===== config.mk =====
export PLATFORM = sky130hd
export DESIGN_NAME = sd_sched
export DESIGN_NICKNAME = d
export VERILOG_FILES = /design/src/rtl/sd_pkg.sv /design/src/rtl/sd_sweep_cnt.sv /design/src/rtl/sd_sched.sv
export SDC_FILE = /design/constraint.sdc
export NUM_CORES = 1
export LEC_CHECK = 0
export ABC_AREA = 1
export BUFFER_PORTS_ARGS = -buffer_cell sky130_fd_sc_hd__buf_2
export CORE_ASPECT_RATIO = 1.75
export CORE_UTILIZATION = 53
export CTS_CLUSTER_SIZE = 8
export DETAILED_ROUTE_END_ITERATION = 10
export PLACE_DENSITY_LB_ADDON = 0.2
export SETUP_SLACK_MARGIN = 0.4
export SYNTH_ARGS = -nofsm -noshare
export SYNTH_HDL_FRONTEND = slang
export SYNTH_SLANG_ARGS = --single-unit

===== constraint.sdc =====
create_clock -name clk_SD -period 2 [get_ports clk_SD]
set_input_delay 0.4 -clock clk_SD [delete_from_list [all_inputs] [get_ports clk_SD]]
set_output_delay 0.4 -clock clk_SD [all_outputs]
set_load 0.01 [all_outputs]

===== src/rtl/sd_pkg.sv =====
// sd_pkg: shared types for the synaptic-dendrite scheduler.
//   - sd_state_t : scheduler FSM states (RUN/DRAIN/SWAP/SWEEP/DONE)
//   - sd_event_t : axon event at the default widths
//   - *_DEF      : default widths for NNW / WD / LAN_num / CNTW
package sd_pkg;

    localparam int unsigned NNW_DEF  = 12;
    localparam int unsigned WD_DEF   = 6;
    localparam int unsigned LAN_DEF  = 2;
    localparam int unsigned CNTW_DEF = 32;

    typedef enum logic [2:0] {
        RUN,
        DRAIN,
        SWAP,
        SWEEP,
        DONE
    } sd_state_t;

    typedef struct packed {
        logic [NNW_DEF-1:0] vm_addr;
        logic [WD_DEF-1:0]  wgt_addr;
        logic [LAN_DEF-1:0] lans;
    } sd_event_t;

endpackage


===== src/rtl/sd_sweep_cnt.sv =====
// sd_sweep_cnt: per-neuron sweep address counter.
//   clk, rst_n : clock, asynchronous active-low reset
//   load       : restart at 0 and capture 'last' as the final index
//   last       : final index to visit (inclusive)
//   en         : advance one index; holds at the final index (no wrap)
//   cnt        : current index
//   at_last    : cnt equals the captured final index
//   done       : set once the final index has been visited with en high;
//                cleared by load or reset
module sd_sweep_cnt #(
    parameter int unsigned W = 12
) (
    input  logic         clk,
    input  logic         rst_n,
    input  logic         load,
    input  logic [W-1:0] last,
    input  logic         en,
    output logic [W-1:0] cnt,
    output logic         at_last,
    output logic         done
);

    logic [W-1:0] last_q;

    assign at_last = (cnt == last_q);

    always_ff @(posedge clk or negedge rst_n) begin
        if (!rst_n) begin
            cnt    <= '0;
            last_q <= '0;
            done   <= 1'b0;
        end else if (load) begin
            cnt    <= '0;
            last_q <= last;
            done   <= 1'b0;
        end else if (en) begin
            if (at_last) begin
                done <= 1'b1;
            end else begin
                cnt <= cnt + W'(1);
            end
        end
    end

endmodule


===== src/rtl/sd_sched.sv =====
// sd_sched: event scheduler in front of the sd membrane accumulator.
// Issues accepted axon events to sd (one-cycle latency), inserts a bubble
// for a back-to-back event to the same membrane address, and on a timestep
// tick drains the pipe, pulses the bank swap and sweeps neurons 0..last.
//
// Ports:
//   clk_SD, rst_n           clock, asynchronous active-low reset
//   ev_vld/ev_rdy           event stream handshake
//   ev_vm_addr/wgt_addr/lans event fields
//   tick_req                single-cycle timestep request
//   neuron_last, clear_en   sweep range and clear qualifier (captured at SWAP)
//   tick_busy, tick_done    timestep in progress / end-of-sweep pulse
//   axon_sd_*               event issue to sd
//   config_sd_start         bank swap pulse
//   config_sd_vld/vm_addr   sweep strobe and address
//   config_sd_clear         clear qualifier for the sweep strobe
//   soma_vld, soma_addr     sweep strobe delayed by sd's read latency
//   perf_ev_cnt, perf_stall_cnt  (only with SD_SCHED_PERF_EN) snapshot of
//                           accepted events / RUN stall cycles at tick_done
//
// Optional feature macro: SD_SCHED_PERF_EN
module sd_sched
    import sd_pkg::*;
#(
    parameter int unsigned NNW     = NNW_DEF,
    parameter int unsigned WD      = WD_DEF,
    parameter int unsigned LAN_num = LAN_DEF
`ifdef SD_SCHED_PERF_EN
    ,
    parameter int unsigned CNTW    = CNTW_DEF
`endif
) (
    input  logic               clk_SD,
    input  logic               rst_n,
    input  logic               ev_vld,
    output logic               ev_rdy,
    input  logic [NNW-1:0]     ev_vm_addr,
    input  logic [WD-1:0]      ev_wgt_addr,
    input  logic [LAN_num-1:0] ev_lans,
    input  logic               tick_req,
    input  logic [NNW-1:0]     neuron_last,
    input  logic               clear_en,
    output logic               tick_busy,
    output logic               tick_done,
    output logic               axon_sd_vld,
    output logic [NNW-1:0]     axon_sd_vm_addr,
    output logic [WD-1:0]      axon_sd_wgt_addr,
    output logic [LAN_num-1:0] axon_sd_lans,
    output logic               config_sd_start,
    output logic               config_sd_vld,
    output logic [NNW-1:0]     config_sd_vm_addr,
    output logic               config_sd_clear,
    output logic               soma_vld,
    output logic [NNW-1:0]     soma_addr
`ifdef SD_SCHED_PERF_EN
    ,
    output logic [CNTW-1:0]    perf_ev_cnt,
    output logic [CNTW-1:0]    perf_stall_cnt
`endif
);

    // Same layout as sd_event_t, but at this instance's widths.
    typedef struct packed {
        logic [NNW-1:0]     vm_addr;
        logic [WD-1:0]      wgt_addr;
        logic [LAN_num-1:0] lans;
    } ev_t;

    sd_state_t    state, state_nxt;
    ev_t          ev_in, iss_q;
    logic         rdy_en;
    logic         tick_pend;
    logic         wb_vld;
    logic         clear_lat;
    logic         hazard;
    logic         accept;
    logic         tick_acc;
    logic         sweep_load;
    logic         sweep_en;
    logic         sweep_last;
    logic         sweep_done;
    logic [NNW-1:0] sweep_cnt;

    assign ev_in = '{vm_addr: ev_vm_addr, wgt_addr: ev_wgt_addr, lans: ev_lans};

    // Read-after-write on the same membrane word: hold off one cycle.
    assign hazard    = axon_sd_vld && (ev_vm_addr == axon_sd_vm_addr);
    assign tick_busy = tick_pend || (state != RUN);
    assign tick_acc  = tick_req && !tick_busy;
    // rdy_en keeps ev_rdy low while reset is held; an event offered with
    // tick_req belongs to the next timestep, so tick_req also blocks it.
    assign ev_rdy = rdy_en && (state == RUN) && !hazard && !tick_pend && !tick_req;
    assign accept = ev_vld && ev_rdy;

    assign axon_sd_vm_addr  = iss_q.vm_addr;
    assign axon_sd_wgt_addr = iss_q.wgt_addr;
    assign axon_sd_lans     = iss_q.lans;

    assign config_sd_vm_addr = config_sd_vld ? sweep_cnt : '0;
    assign config_sd_clear   = config_sd_vld && clear_lat;

    always_ff @(posedge clk_SD or negedge rst_n) begin
        if (!rst_n) begin
            state       <= RUN;
            rdy_en      <= 1'b0;
            tick_pend   <= 1'b0;
            axon_sd_vld <= 1'b0;
            iss_q       <= '0;
            wb_vld      <= 1'b0;
            clear_lat   <= 1'b0;
            soma_vld    <= 1'b0;
            soma_addr   <= '0;
        end else begin
            state       <= state_nxt;
            rdy_en      <= 1'b1;
            axon_sd_vld <= accept;
            if (accept) begin
                iss_q <= ev_in;
            end
            // sd writes back one cycle after an issue.
            wb_vld <= axon_sd_vld;
            if (state == SWAP) begin
                tick_pend <= 1'b0;
                clear_lat <= clear_en;
            end else if (tick_acc) begin
                tick_pend <= 1'b1;
            end
            soma_vld  <= config_sd_vld;
            soma_addr <= config_sd_vm_addr;
        end
    end

    always_comb begin
        state_nxt       = state;
        config_sd_start = 1'b0;
        config_sd_vld   = 1'b0;
        tick_done       = 1'b0;
        sweep_load      = 1'b0;
        sweep_en        = 1'b0;
        case (state)
            RUN: begin
                if (tick_pend) begin
                    state_nxt = DRAIN;
                end
            end
            DRAIN: begin
                if (!axon_sd_vld && !wb_vld) begin
                    state_nxt = SWAP;
                end
            end
            SWAP: begin
                config_sd_start = 1'b1;
                sweep_load      = 1'b1;
                state_nxt       = SWEEP;
            end
            SWEEP: begin
                config_sd_vld = 1'b1;
                sweep_en      = 1'b1;
                if (sweep_last) begin
                    state_nxt = DONE;
                end
            end
            DONE: begin
                tick_done = sweep_done;
                state_nxt = RUN;
            end
            default: begin
                state_nxt = RUN;
            end
        endcase
    end

    sd_sweep_cnt #(
        .W (NNW)
    ) u_sweep (
        .clk     (clk_SD),
        .rst_n   (rst_n),
        .load    (sweep_load),
        .last    (neuron_last),
        .en      (sweep_en),
        .cnt     (sweep_cnt),
        .at_last (sweep_last),
        .done    (sweep_done)
    );

`ifdef SD_SCHED_PERF_EN
    logic [CNTW-1:0] ev_live;
    logic [CNTW-1:0] stall_live;
    logic            stall;

    assign stall = (state == RUN) && ev_vld && !ev_rdy;

    always_ff @(posedge clk_SD or negedge rst_n) begin
        if (!rst_n) begin
            ev_live        <= '0;
            stall_live     <= '0;
            perf_ev_cnt    <= '0;
            perf_stall_cnt <= '0;
        end else if (tick_done) begin
            // No accept or stall can occur in DONE, so nothing is lost here.
            perf_ev_cnt    <= ev_live;
            perf_stall_cnt <= stall_live;
            ev_live        <= '0;
            stall_live     <= '0;
        end else begin
            if (accept && (ev_live != '1)) begin
                ev_live <= ev_live + CNTW'(1);
            end
            if (stall && (stall_live != '1)) begin
                stall_live <= stall_live + CNTW'(1);
            end
        end
    end
`endif

endmodule


# [Word-level counts from Yosys, hierarchy flattened]
# Cells that the tools add are included.
[classes] n_addsub=1 eq_ne=10 n_mux=16 reduce_logical=24
[ops] op="$mux 12" count=4
[ops] op="$eq 12x12->1" count=2
[ops] op="$add 12x1->12 const B" count=1
[ops] op="$pmux 3 s4" count=1
[ops] op="$logic_and 1x1->1" count=9
[ops] op="$mux 3" count=3
[ops] op="$mux 1" count=8
[ops] op="$ne 2x2->1 const B" count=4
[ops] op="$eq 3x2->1 const B" count=2
[ops] op="$logic_not 1->1" count=6
[ops] op="$reduce_bool 2->1" count=3
[ops] op="$reduce_and 2->1" count=2
[ops] op="$eq 3x1->1 const B" count=1
[ops] op="$eq 3x3->1 const B" count=1
[ops] op="$logic_not 3->1" count=1
[ops] op="$reduce_and 3->1" count=1
[ops] op="$reduce_bool 3->1" count=1
[ops] op="$logic_or 1x1->1" count=1
[word_totals] regBits=66 input_bits=37 elab_cells=65

# [Longest topological paths before layout]
# Gate-level depths: netlist (run 1).
[depth] ltp_word=7 mapped_depth=11 ltp_nobuf=10

# [Modules after synthesis]
# Synthesis (run 1) repeated with hierarchy kept, for this count alone.
[unflattened] hier_cells=472 hier_area_um2=3602.2
[by_module_without_submodules] mod="sd_sched" instances=1 cells_each=229 area_per_inst_um2=1878.1 seq_area_each_um2=1026.0
[by_module_without_submodules] mod="sd_sweep_cnt" instances=1 cells_each=243 area_per_inst_um2=1724.2 seq_area_each_um2=625.6

# [Worst setup path after synthesis (run 1)]
# OpenSTA, ideal clock, no wires.
[synth_path] path_kind="reg2out" start="register state[2]" end="output config_sd_vm_addr[10]" arrival_ns=1.309 t_required_ns=1.600 path_slack_ns=0.291 path_stages_with_launch=7 n_path_buf=1 cell_sequence="dfrtp_1 > nor2_4 > inv_2 > nor2_8 > inv_2 > buf_2 > nor2_1"
[synth_between] elab_chain_cells=3
[synth_lines] element="from (decl)" line="sd_sched.sv:69" rtl="sd_state_t state, state_nxt;"
[synth_lines] element="from (signal assigned)" line="sd_sched.sv:114" rtl="state <= state_nxt;"
[synth_lines] element="$eq 3x2->1" line="sd_sched.sv:140" rtl="case (state)"
[synth_lines] element="$mux 1" line="sd_sched.sv:140"
[synth_lines] element="via config_sd_vld" line="sd_sched.sv:50" rtl="output logic config_sd_vld,"
[synth_lines] element="$mux 12" line="sd_sched.sv:99" rtl="assign config_sd_vm_addr = config_sd_vld ? sweep_cnt : '0;"
[synth_lines] element="to (decl)" line="sd_sched.sv:51" rtl="output logic [NNW-1:0] config_sd_vm_addr,"
# The timed path passes the listed nets, and every way through them passes these cells.

# [Final worst setup path (run 1)]
[layout_path] start="register state[2]" end="output config_sd_vm_addr[3]"
[layout_between] elab_chain_cells=3
[layout_lines] element="$eq 3x2->1" line="sd_sched.sv:140"
[layout_lines] element="$mux 1" line="sd_sched.sv:140"
[layout_lines] element="$mux 12" line="sd_sched.sv:99"
# No other way between the ends.

==> impl_metrics.env, run 1 <==
export IMPL_gp_congestion=0.8748
export IMPL_diodes=0
export IMPL_avgSynthCellArea_um2=7.537
export IMPL_status="complete, no violations"
export IMPL_die_h_um=109.1
export IMPL_gr_usage_all_layers=0.2780
export IMPL_crit_chain="nor2_4 > inv_4 > nor2_8 > inv_8 > buf_12 > nor2_4 > buf_6"
export IMPL_syn_inst=461
export IMPL_post_dp_hpwl_um=6056
export IMPL_cts_num_sinks=66
export IMPL_cpMaxStageDelayCell="dfrtp_2"
export IMPL_mappedNetlistArea_um2=3475
export IMPL_drt_iter0_drc=242
export IMPL_num_rows=38
export IMPL_hold_viol_final=0
export IMPL_finalNonFillerCells=670
export IMPL_core_um2=6276
export IMPL_combPwrFrac=0.545
export IMPL_crit_buf_inv=4
export IMPL_setup_ws_ps=72.54
export IMPL_place_inst=624
export IMPL_ant_nets=0
export IMPL_die_area_um2=6896
export IMPL_path_delay_family="flip-flops"
export IMPL_startpoint="state[2]"
export IMPL_power_density_nw_per_um2=1438
export IMPL_p_sw_frac=0.4258
export IMPL_wl_per_cell_um=15.02
export IMPL_p_seq_frac=0.303
export IMPL_clkPwrFrac=0.152
export IMPL_clk_latency_ps=350
export IMPL_syn_nets=499
export IMPL_rsz0062_at_grt="yes"
export IMPL_fin_util=0.7931
export IMPL_drtPass1Iterations=7
export IMPL_cts_tree="done"
export IMPL_ir_drop_v=0.0009197
export IMPL_path_clk_slew_ps=70
export IMPL_clockBufferDepth=2
export IMPL_htreeDepth=3
export IMPL_port_buffers=88
export IMPL_cts_root_buf="clkbuf_8"
export IMPL_drt_wl_total_um=10070
export IMPL_drc=0
export IMPL_worstSetupPathType="flip-flop to primary output"
export IMPL_rrSetupSlack_ps=260
export IMPL_drive_above_1_share=0.3712
export IMPL_grt_pass1_wl_um=14480
export IMPL_yosys_area_top_type_share=0.4753
export IMPL_cellLeakagePower_nw=2.660
export IMPL_nets=623
export IMPL_area_growth_pct=43.25
export IMPL_final_max_slew_viol_count=0
export IMPL_synth_warning_count=0
export IMPL_fin_crit_sh=0.9637
export IMPL_avgViaCountPerCell=5.297
export IMPL_yosys_area_top_type="dfrtp_1"
export IMPL_crit_arrival_ps=1530
export IMPL_total_power_mw=7.160
export IMPL_critPathMaxStageDelay_ps=440
export IMPL_r2r_start="state[2]"
export IMPL_fin_worst_skew_ps=5.093
export IMPL_dp_slack_ps=222.5
export IMPL_tns_ps=0
export IMPL_cp_start_kind="flip-flop"
export IMPL_setup_violations_final=0
export IMPL_initial_utilization=0.5536
export IMPL_cts_inserted_buffers=9
export IMPL_ioPinCount=89
export IMPL_mostFrequentLayoutCell="nand2_1"
export IMPL_synthTopCellsByArea="dfrtp_1 (48%), nand2_1 (19%), inv_1 (5.8%)"
export IMPL_grt_pass1_vias=3308
export IMPL_antenna_found_initial=0
export IMPL_grt_ovfl_total=0
export IMPL_vias=3549
export IMPL_ys_seq_elements=66
export IMPL_endpoint_kind="primary output"
export IMPL_max_cap_viol_count=0
export IMPL_cp_max_fo=6
export IMPL_fp_dieW_um=63.21
export IMPL_hp_class="input port to asynchronous set/reset pin"
export IMPL_final_cell_mix="nand2_1 (170), buf_2 (72), dfrtp_1 (58)"
export IMPL_required_ps=1600
export IMPL_layout_min_cycle_time_ps=1927
export IMPL_ys_seq_area_frac=0.4753
export IMPL_cpMostUsedCell="nor2_4"
export IMPL_grt_max_degree=67
export IMPL_p_int_mw=4.111
export IMPL_fmax_ghz=0.5188
export IMPL_ys_types=33
export IMPL_switching_power_mw=3.048
==> metal layers <==
layer | vias to the layer above | global-route usage | part of all wire
met4 | 0 | 0.2045 | 0.033
met3 | 26 | 0.05649 | 0.039
met1 | 1692 | 0.2803 | 0.35
met5 | - | 0 | 0
li1 | 1687 | - | -
met2 | 144 | 0.5000 | 0.58
==> cell families after synthesis <==
kind of cell    Yosys count  share of synthesized area
simple gates            285                     0.3723
buf+inv                  80                    0.09578
flops                    66                     0.4753
compound gates           19                    0.02917
xor+xnor                  9                    0.02269
fa+ha+maj                 1                   0.003600
other cells               1                   0.001079
==> path summary, 6_finish.rpt <==
check	end	cells after the start
setup reg to reg	u_sweep.last_q[8]	11
max in group asynchronous	u_sweep.cnt[3]	2
hold reg to reg	axon_sd_wgt_addr[3]	2
setup / recovery	config_sd_vm_addr[3]	7
min in group clk_SD	u_sweep.last_q[9]	3
hold / removal	soma_addr[0]	2
==> layout make-up <==
cell class | count | area [µm²]
clock buffers | 10 | 127.6
inverters | 64 | 269.0
repair buffers | 128 | 1030
well taps | 80 | 100.1
multi-input cells | 316 | 1732
flip-flops and latches | 66 | 1662
fillers | 444 | 1299
clock inverters | 6 | 57.56
==> cells in the mapped netlist (all sizes together) <==
cell and number:
nand2 176, dfrtp 66, inv 63, nor2 47, nand3 32, nand4 26, o21ai 15, buf 12
xor2 6, clkbuf 4, xnor2 3, o211ai 2, a21oi 1, clkinv 1, conb 1, ha 1
nand3b 1, nor3 1, nor3b 1, nor4 1, o22ai 1
==> stage by stage <==
step / hold slack, ps / instance area, µm²
detailed placement: 448.3 / 4113
floorplan: 104.4 / 3573
finish: 53.74 / 4977
global placement: 445.8 / 4113
global route: 82.76 / 4977
CTS: 66.68 / 4547
==> what timing repair did <==
item                       4_1_cts  5_1_grt
hold buffers                     0        0
gates cloned                     0        4
pin swaps                        4       14
setup endpoints to repair       26       66
hold endpoints to repair         0        0
setup buffers                   11       15
resized for setup               26       72
==> sequential cells by signal, summed over array words and instances (netlist names) <==
name	cells
soma_addr	12
soma_vld	1
u_sweep.last_q	12
tick_pend	1
axon_sd_lans	2
state	3
wb_vld	1
u_sweep.cnt	12
axon_sd_wgt_addr	6
u_sweep.done	1
clear_lat	1
axon_sd_vm_addr	12
rdy_en	1
axon_sd_vld	1
==> power groups by stage <==
| stage | Combinational (mW) | Clock (mW) | Sequential, mW |
|---|---|---|---|
| 4_1_cts | 3.01 | 1.10 | 2.14 |
| 3_5_place_dp | 2.58 | 0 | 2.16 |
| 2_1_floorplan | 1.78 | 0 | 2.18 |
| 5_1_grt | 4.22 | 1.16 | 2.22 |
| 6_report | 3.91 | 1.09 | 2.17 |
| 3_3_place_gp | 2.52 | 0 | 2.13 |
No activity file was read; power rests on OpenSTA's default activity.
==> inputs of run 2 (changes only) <==
--- a/config.mk
+++ b/config.mk
@@ -8,11 +8,12 @@
 export ABC_AREA = 1
 export BUFFER_PORTS_ARGS = -buffer_cell sky130_fd_sc_hd__buf_2
 export CORE_ASPECT_RATIO = 1.75
-export CORE_UTILIZATION = 53
+export CORE_UTILIZATION = 54
 export CTS_CLUSTER_SIZE = 8
 export DETAILED_ROUTE_END_ITERATION = 10
 export PLACE_DENSITY_LB_ADDON = 0.2
 export SETUP_SLACK_MARGIN = 0.4
 export SYNTH_ARGS = -nofsm -noshare
 export SYNTH_HDL_FRONTEND = slang
+export SYNTH_HIERARCHICAL = 1
 export SYNTH_SLANG_ARGS = --single-unit
==> run 2 against run 1 <==
Compared with the run above:
- the flow now finishes with violations (DRC)
- non-clock buffer count grew 1
- first-iteration DRC count grew 39%
- clock-buffer cell count grew 2
- synthesized cell count grew 2.4%
- critical path depth grew 1
- design area grew 0.48%
- hold slack lost 2.9 ps
- largest cell class unchanged
- largest power group unchanged
==> impl_metrics.env, run 2 <==
export IMPL_synth_mux_area_frac=0
export IMPL_fp_dieW_um=63.74
export IMPL_port_buffers=88
export IMPL_cts_tree="done"
export IMPL_fin_worst_skew_ps=4.689
export IMPL_cts_num_sinks=66
export IMPL_die_h_um=110.0
export IMPL_yosysMostFrequentCell="nand2_1"
export IMPL_regArea_um2=1665
export IMPL_grt_max_degree=45
export IMPL_cp_start_kind="flip-flop"
export IMPL_endpoint_kind="primary output"
export IMPL_clk_latency_ps=340
export IMPL_vias=3596
export IMPL_ys_types=34
export IMPL_fmax_ghz=0.5191
export IMPL_htreeDepth=3
export IMPL_synth_ff_type="dfrtp_1"
export IMPL_status="complete, but fails checks"
export IMPL_power_density_nw_per_um2=1414
export IMPL_rrSetupSlack_ps=350
export IMPL_grt_ovfl_total=0
export IMPL_place_inst=633
export IMPL_synthTopCellsByArea="dfrtp_1 (46%), nand2_1 (17%), inv_1 (6.3%)"
export IMPL_synth_warning_count=6
export IMPL_cp_max_fo=4
export IMPL_ant_nets=0
export IMPL_fin_crit_sh=0.9631
export IMPL_core_um2=6490
export IMPL_drt_iter0_drc=337
export IMPL_gr_usage_all_layers=0.2655
export IMPL_wl_per_cell_um=14.65
export IMPL_ys_seq_elements=66
export IMPL_cts_inserted_buffers=9
export IMPL_path_clk_slew_ps=50
export IMPL_diodes=0
export IMPL_required_ps=1600
export IMPL_hold_buffers=0
export IMPL_synth_top_family_by_area="simple AND/OR/NAND/NOR gates"
export IMPL_mostFrequentLayoutCell="nand2_1"
export IMPL_yosys_area_share_simple=0.3664
export IMPL_grt_pass1_wl_um=14010
export IMPL_synth_edf_count=0
export IMPL_syn_inst=472
export IMPL_ys_seq_area_frac=0.4585
export IMPL_initial_utilization=0.5550
export IMPL_avgViaCountPerCell=5.280
export IMPL_total_power_mw=7.071
export IMPL_worstSetupPathType="flip-flop to primary output"
export IMPL_async_flop_share=1.000
export IMPL_post_dp_hpwl_um=6153
export IMPL_cellLeakagePower_nw=2.653
export IMPL_cts_root_buf="clkbuf_16"
export IMPL_synth_xor_area_frac=0.02154
export IMPL_maxSlewHeadroom=0.6264
export IMPL_drtPass1Iterations=8
export IMPL_fillers=448
export IMPL_mappedNetlistArea_um2=3602
export IMPL_hp_class="input port to asynchronous set/reset pin"
export IMPL_die_area_um2=7014
export IMPL_max_slew_worst_pin_slew_ps=560.5
export IMPL_crit_arrival_ps=1530
export IMPL_drc=2
export IMPL_synth_compound_area_frac=0.03543
export IMPL_final_cell_mix="nand2_1 (158), buf_2 (82), inv_1 (55), dfrtp_1 (55), nand4_1 (27)"
export IMPL_ioPinCount=89
export IMPL_num_rows=39
export IMPL_final_max_slew_viol_count=0
export IMPL_layout_min_cycle_time_ps=1926
export IMPL_dp_slack_ps=208.0
export IMPL_gp_congestion=0.8734
export IMPL_nets=632
export IMPL_hold_viol_final=0
export IMPL_clockBufferDepth=2
export IMPL_max_cap_viol_count=0
export IMPL_rsz0062_at_grt="yes"
export IMPL_multiInputGateArea_um2=1724
export IMPL_synth_adder_area_share=0.003473
export IMPL_avgSynthCellArea_um2=7.632
export IMPL_area_growth_pct=38.83
export IMPL_grt_pass1_vias=3168
export IMPL_yosys_area_top_type_share=0.4585
export IMPL_setup_violations_final=0
export IMPL_antenna_found_initial=0
export IMPL_syn_nets=510
export IMPL_finalNonFillerCells=681
export IMPL_synth_commonest_cells="nand2_1 (161), dfrtp_1 (66), inv_1 (60)"
export IMPL_setup_ws_ps=73.71
export IMPL_drt_wl_total_um=9979
export IMPL_ir_drop_v=0.001109
export IMPL_yosys_area_top_type="dfrtp_1"
export IMPL_violations="DRC"
export IMPL_drive_above_1_share=0.3856
run 2: routing by layer:
layer,GRT usage,wire [µm]
met2,0.4810,5530
met3,0.05041,426
met4,0.1786,430
met1,0.2743,3592
met5,0,0
run 2: critical path, cell delays in order, from the launching register on:
cell and delay, ps:
dfrtp_1 390, inv_2 130, nand2_4 80, nor3_4 150, inv_2 100, nor2_8 110, nand2_1 50, inv_1 60
buf_6 100
run 2: area by class of cell:
cell class,count,share of cell area
inverters,69,0.05379
well taps,82,0.02052
clock buffers,12,0.05329
flip-flops and latches,66,0.3330
clock inverters,4,0.01451
repair buffers,129,0.1801
multi-input cells,319,0.3448
run 2: what timing repair did:
item	4_1_cts	5_1_grt
gates cloned	1	2
pin swaps	7	15
resized for setup	21	64
endpoints found under the setup margin	48	63
buffers inserted	12	17
run 2: per-stage QoR:
| step | hold WS (ps) | TNS [ps] | utilization | instance area [µm²] |
|---|---|---|---|---|
| final | 50.86 | 0 | 0.7706 | 5001 |
| after CTS | 69.81 | 0 | 0.7116 | 4618 |
| after global routing | 96.16 | -16.04 | 0.7706 | 5001 |
| after detailed placement | 425.3 | 0 | 0.6298 | 4088 |
| after floorplan | 104.4 | 0 | - | 3605 |
| after global placement | 412.1 | 0 | 0.6298 | 4088 |
run 2: logic make-up after synthesis:
group / count (synthesis)
and+or+nand+nor: 283
buffers and inverters: 88
DFF: 66
AOI/OAI and AO/OA: 25
xor gates and xnor gates: 8
adders and majority gates: 1
other: 1
run 2: where the power goes:
group | switching, mW | internal [mW] | leakage (nW)
Sequential | 0.371 | 1.76 | 0.849
Clock | 0.579 | 1.19 | 0.165
Combinational | 1.81 | 1.36 | 1.64
run 2: final timing paths:
check | startpoint | to | cells past startpoint
max | state[2] | ev_rdy | 8
min | rst_n | axon_sd_vm_addr[10] | 1
max reg2reg | state[2] | axon_sd_wgt_addr[0] | 9
min reg2reg | axon_sd_vld | wb_vld | 0
max in group asynchronous | rst_n | u_sweep/cnt[9] | 2
min in group clk_SD | neuron_last[10] | u_sweep/last_q[10] | 3
==> inputs of run 3 (changes only) <==
--- a/config.mk
+++ b/config.mk
@@ -8,7 +8,7 @@
 export ABC_AREA = 1
 export BUFFER_PORTS_ARGS = -buffer_cell sky130_fd_sc_hd__buf_2
 export CORE_ASPECT_RATIO = 1.75
-export CORE_UTILIZATION = 54
+export CORE_UTILIZATION = 25
 export CTS_CLUSTER_SIZE = 8
 export DETAILED_ROUTE_END_ITERATION = 10
 export PLACE_DENSITY_LB_ADDON = 0.2
==> run 3 against run 2 <==
Compared with the run above:
- the run now ends clean
- largest cell class unchanged
- hold slack improved by 46 ps
- register-to-register slack got worse by 90 ps
- clock skew increased by 4.7 ps
- clock power decreased by 19%
- global-route usage decreased by 12 points
- sequential power about the same
- critical path depth unchanged
- highest routed layer unchanged
- via count decreased by 2.7%
- largest power group unchanged
- sequential cell count unchanged
==> impl_metrics.env, run 3 (synthesis results as in run 2) <==
export IMPL_max_cap_viol_count=0
export IMPL_initial_utilization=0.2577
export IMPL_crit_chain="inv_2 > nand2_4 > nor3_4 > inv_2 > nor2_8 > nand2_1 > inv_1 > buf_2"
export IMPL_drtPass1Iterations=6
export IMPL_clockBufferDepth=2
export IMPL_cts_num_sinks=66
export IMPL_fin_crit_sh=0.9324
export IMPL_fp_dieW_um=92.74
export IMPL_cts_tree="done"
export IMPL_cp_start_kind="flip-flop"
export IMPL_hp_class="input port to asynchronous set/reset pin"
export IMPL_final_max_slew_viol_count=0
export IMPL_post_dp_hpwl_um=7457
export IMPL_maxSlewHeadroom=0.5668
export IMPL_drc=0
export IMPL_startpoint="state[2]"
export IMPL_die_h_um=160.8
export IMPL_worstSetupPathType="flip-flop to primary output"
export IMPL_crit_arrival_ps=1460
export IMPL_grt_pass1_vias=3358
export IMPL_cts_inserted_buffers=9
export IMPL_total_power_mw=7.142
export IMPL_clk_latency_ps=330
export IMPL_vias=3500
export IMPL_cpMostUsedCell="inv_2"
export IMPL_ioPinCount=89
export IMPL_grt_ovfl_total=0
export IMPL_grt_pass1_wl_um=16460
export IMPL_grt_max_degree=25
export IMPL_gp_congestion=0.8684
export IMPL_port_buffers=88
export IMPL_r2r_end="u_sweep/cnt[8]"
export IMPL_required_ps=1600
export IMPL_final_cell_mix="nand2_1 (157), buf_2 (72), dfrtp_1 (57)"
export IMPL_layout_min_cycle_time_ps=1865
export IMPL_cp_max_fo=4
export IMPL_gr_usage_all_layers=0.1424
export IMPL_nets=644
export IMPL_cellLeakagePower_nw=2.729
export IMPL_tns_ps=0
export IMPL_setup_violations_final=0
export IMPL_hold_viol_final=0
export IMPL_htreeDepth=3
export IMPL_area_growth_pct=49.18
export IMPL_drt_iter0_drc=117
export IMPL_cts_root_buf="clkbuf_16"
export IMPL_mostFrequentLayoutCell="nand2_1"
export IMPL_status="complete, no violations"
export IMPL_path_clk_slew_ps=60
export IMPL_ir_drop_v=0.0004453
export IMPL_core_um2=13980
export IMPL_antenna_found_initial=0
export IMPL_fin_worst_skew_ps=9.434
export IMPL_dp_slack_ps=193.6
export IMPL_ant_nets=0
export IMPL_fillers=1451
export IMPL_drt_wl_total_um=11030
export IMPL_fmax_ghz=0.5362
export IMPL_max_slew_worst_pin_slew_ps=649.8
export IMPL_avgViaCountPerCell=4.442
export IMPL_r2r_worst_path_cells=8
export IMPL_rrSetupSlack_ps=260
export IMPL_diodes=0
export IMPL_endpoint_kind="primary output"
export IMPL_setup_ws_ps=135.1
export IMPL_die_area_um2=14910
export IMPL_endpoint="ev_rdy"
export IMPL_power_density_nw_per_um2=1329
export IMPL_rsz0062_at_grt="yes"
export IMPL_drive_above_1_share=0.4026
export IMPL_num_rows=57
export IMPL_wl_per_cell_um=13.99
export IMPL_cpMaxStageDelayCell="dfrtp_1"
export IMPL_critPathMaxStageDelay_ps=390
export IMPL_hold_slack_ps=96.54
export IMPL_r2r_start="state[1]"
[run 3: cell count changes in the layout (fill, tap and decap cells not counted), moves of 4 or more]
cell	change
buf_4	+8
clkinv_2	+4
buf_2	-10
nand3_1	-4
nor2_2	-15
buf_6	+8
nand3_2	+4
nor2_4	+10
nor2_1	+5
[run 3: layout make-up]
class | count | area, µm² | area share
Clock buffer | 10 | 239.0 | 0.04447
Sequential cell | 66 | 1663 | 0.3094
Tap cell | 177 | 221.5 | 0.04121
Timing Repair Buffer | 140 | 1121 | 0.2086
Clock inverter | 6 | 32.53 | 0.006054
Inverter | 69 | 269.0 | 0.05006
Multi-Input combinational cell | 320 | 1828 | 0.3402
[run 3: what timing repair did]
| item | 4_1_cts | 5_1_grt |
|---|---|---|
| hold buffers | 0 | 0 |
| setup endpoints to repair | 51 | 65 |
| pin swaps | 10 | 26 |
| gates cloned | 1 | 5 |
| resized for setup | 39 | 79 |
| setup buffers | 17 | 16 |
[run 3: routing by layer]
layer / part of all wire / up-vias / global-route usage
met5: 0 / - / 0
met4: 0.017 / 0 / 0.05734
met3: 0.046 / 16 / 0.03172
met2: 0.56 / 106 / 0.2630
met1: 0.38 / 1642 / 0.1537
li1: - / 1736 / -
[run 3: report_power, final]
group / total [mW] / leakage [nW] / switching (mW) / internal, mW
logic: 3.58 / 1.74 / 1.94 / 1.63
clock network: 1.44 / 0.138 / 0.582 / 0.860
registers: 2.12 / 0.853 / 0.363 / 1.76
total: 7.14 / 2.73 / 2.89 / 4.25
[run 3: critical path: cells and delay by family, from the launching register on]
family	cells	cell delay, ps
AND/OR/NAND/NOR	4	370
flip-flops	1	390
buffers and inverters	4	380
[run 3: per-stage QoR]
stage / cell area (µm²) / util / instances
after floorplan: 3605 / - / 472
after global placement: 4257 / 0.3045 / 733
after detailed placement: 4257 / 0.3045 / 733
after CTS: 4818 / 0.3447 / 767
after global routing: 5374 / 0.3844 / 788
final: 5374 / 0.3844 / 788
[run 3: how the worst min path moves through the flow]
| stage | end |
|---|---|
| 2_1_floorplan | axon_sd_lans[0] |
| 3_3_place_gp | wb_vld |
| 3_5_place_dp | wb_vld |
| 4_1_cts | axon_sd_vm_addr[11] |
| 5_1_grt | axon_sd_vm_addr[11] |
| 6_report | axon_sd_vm_addr[11] |
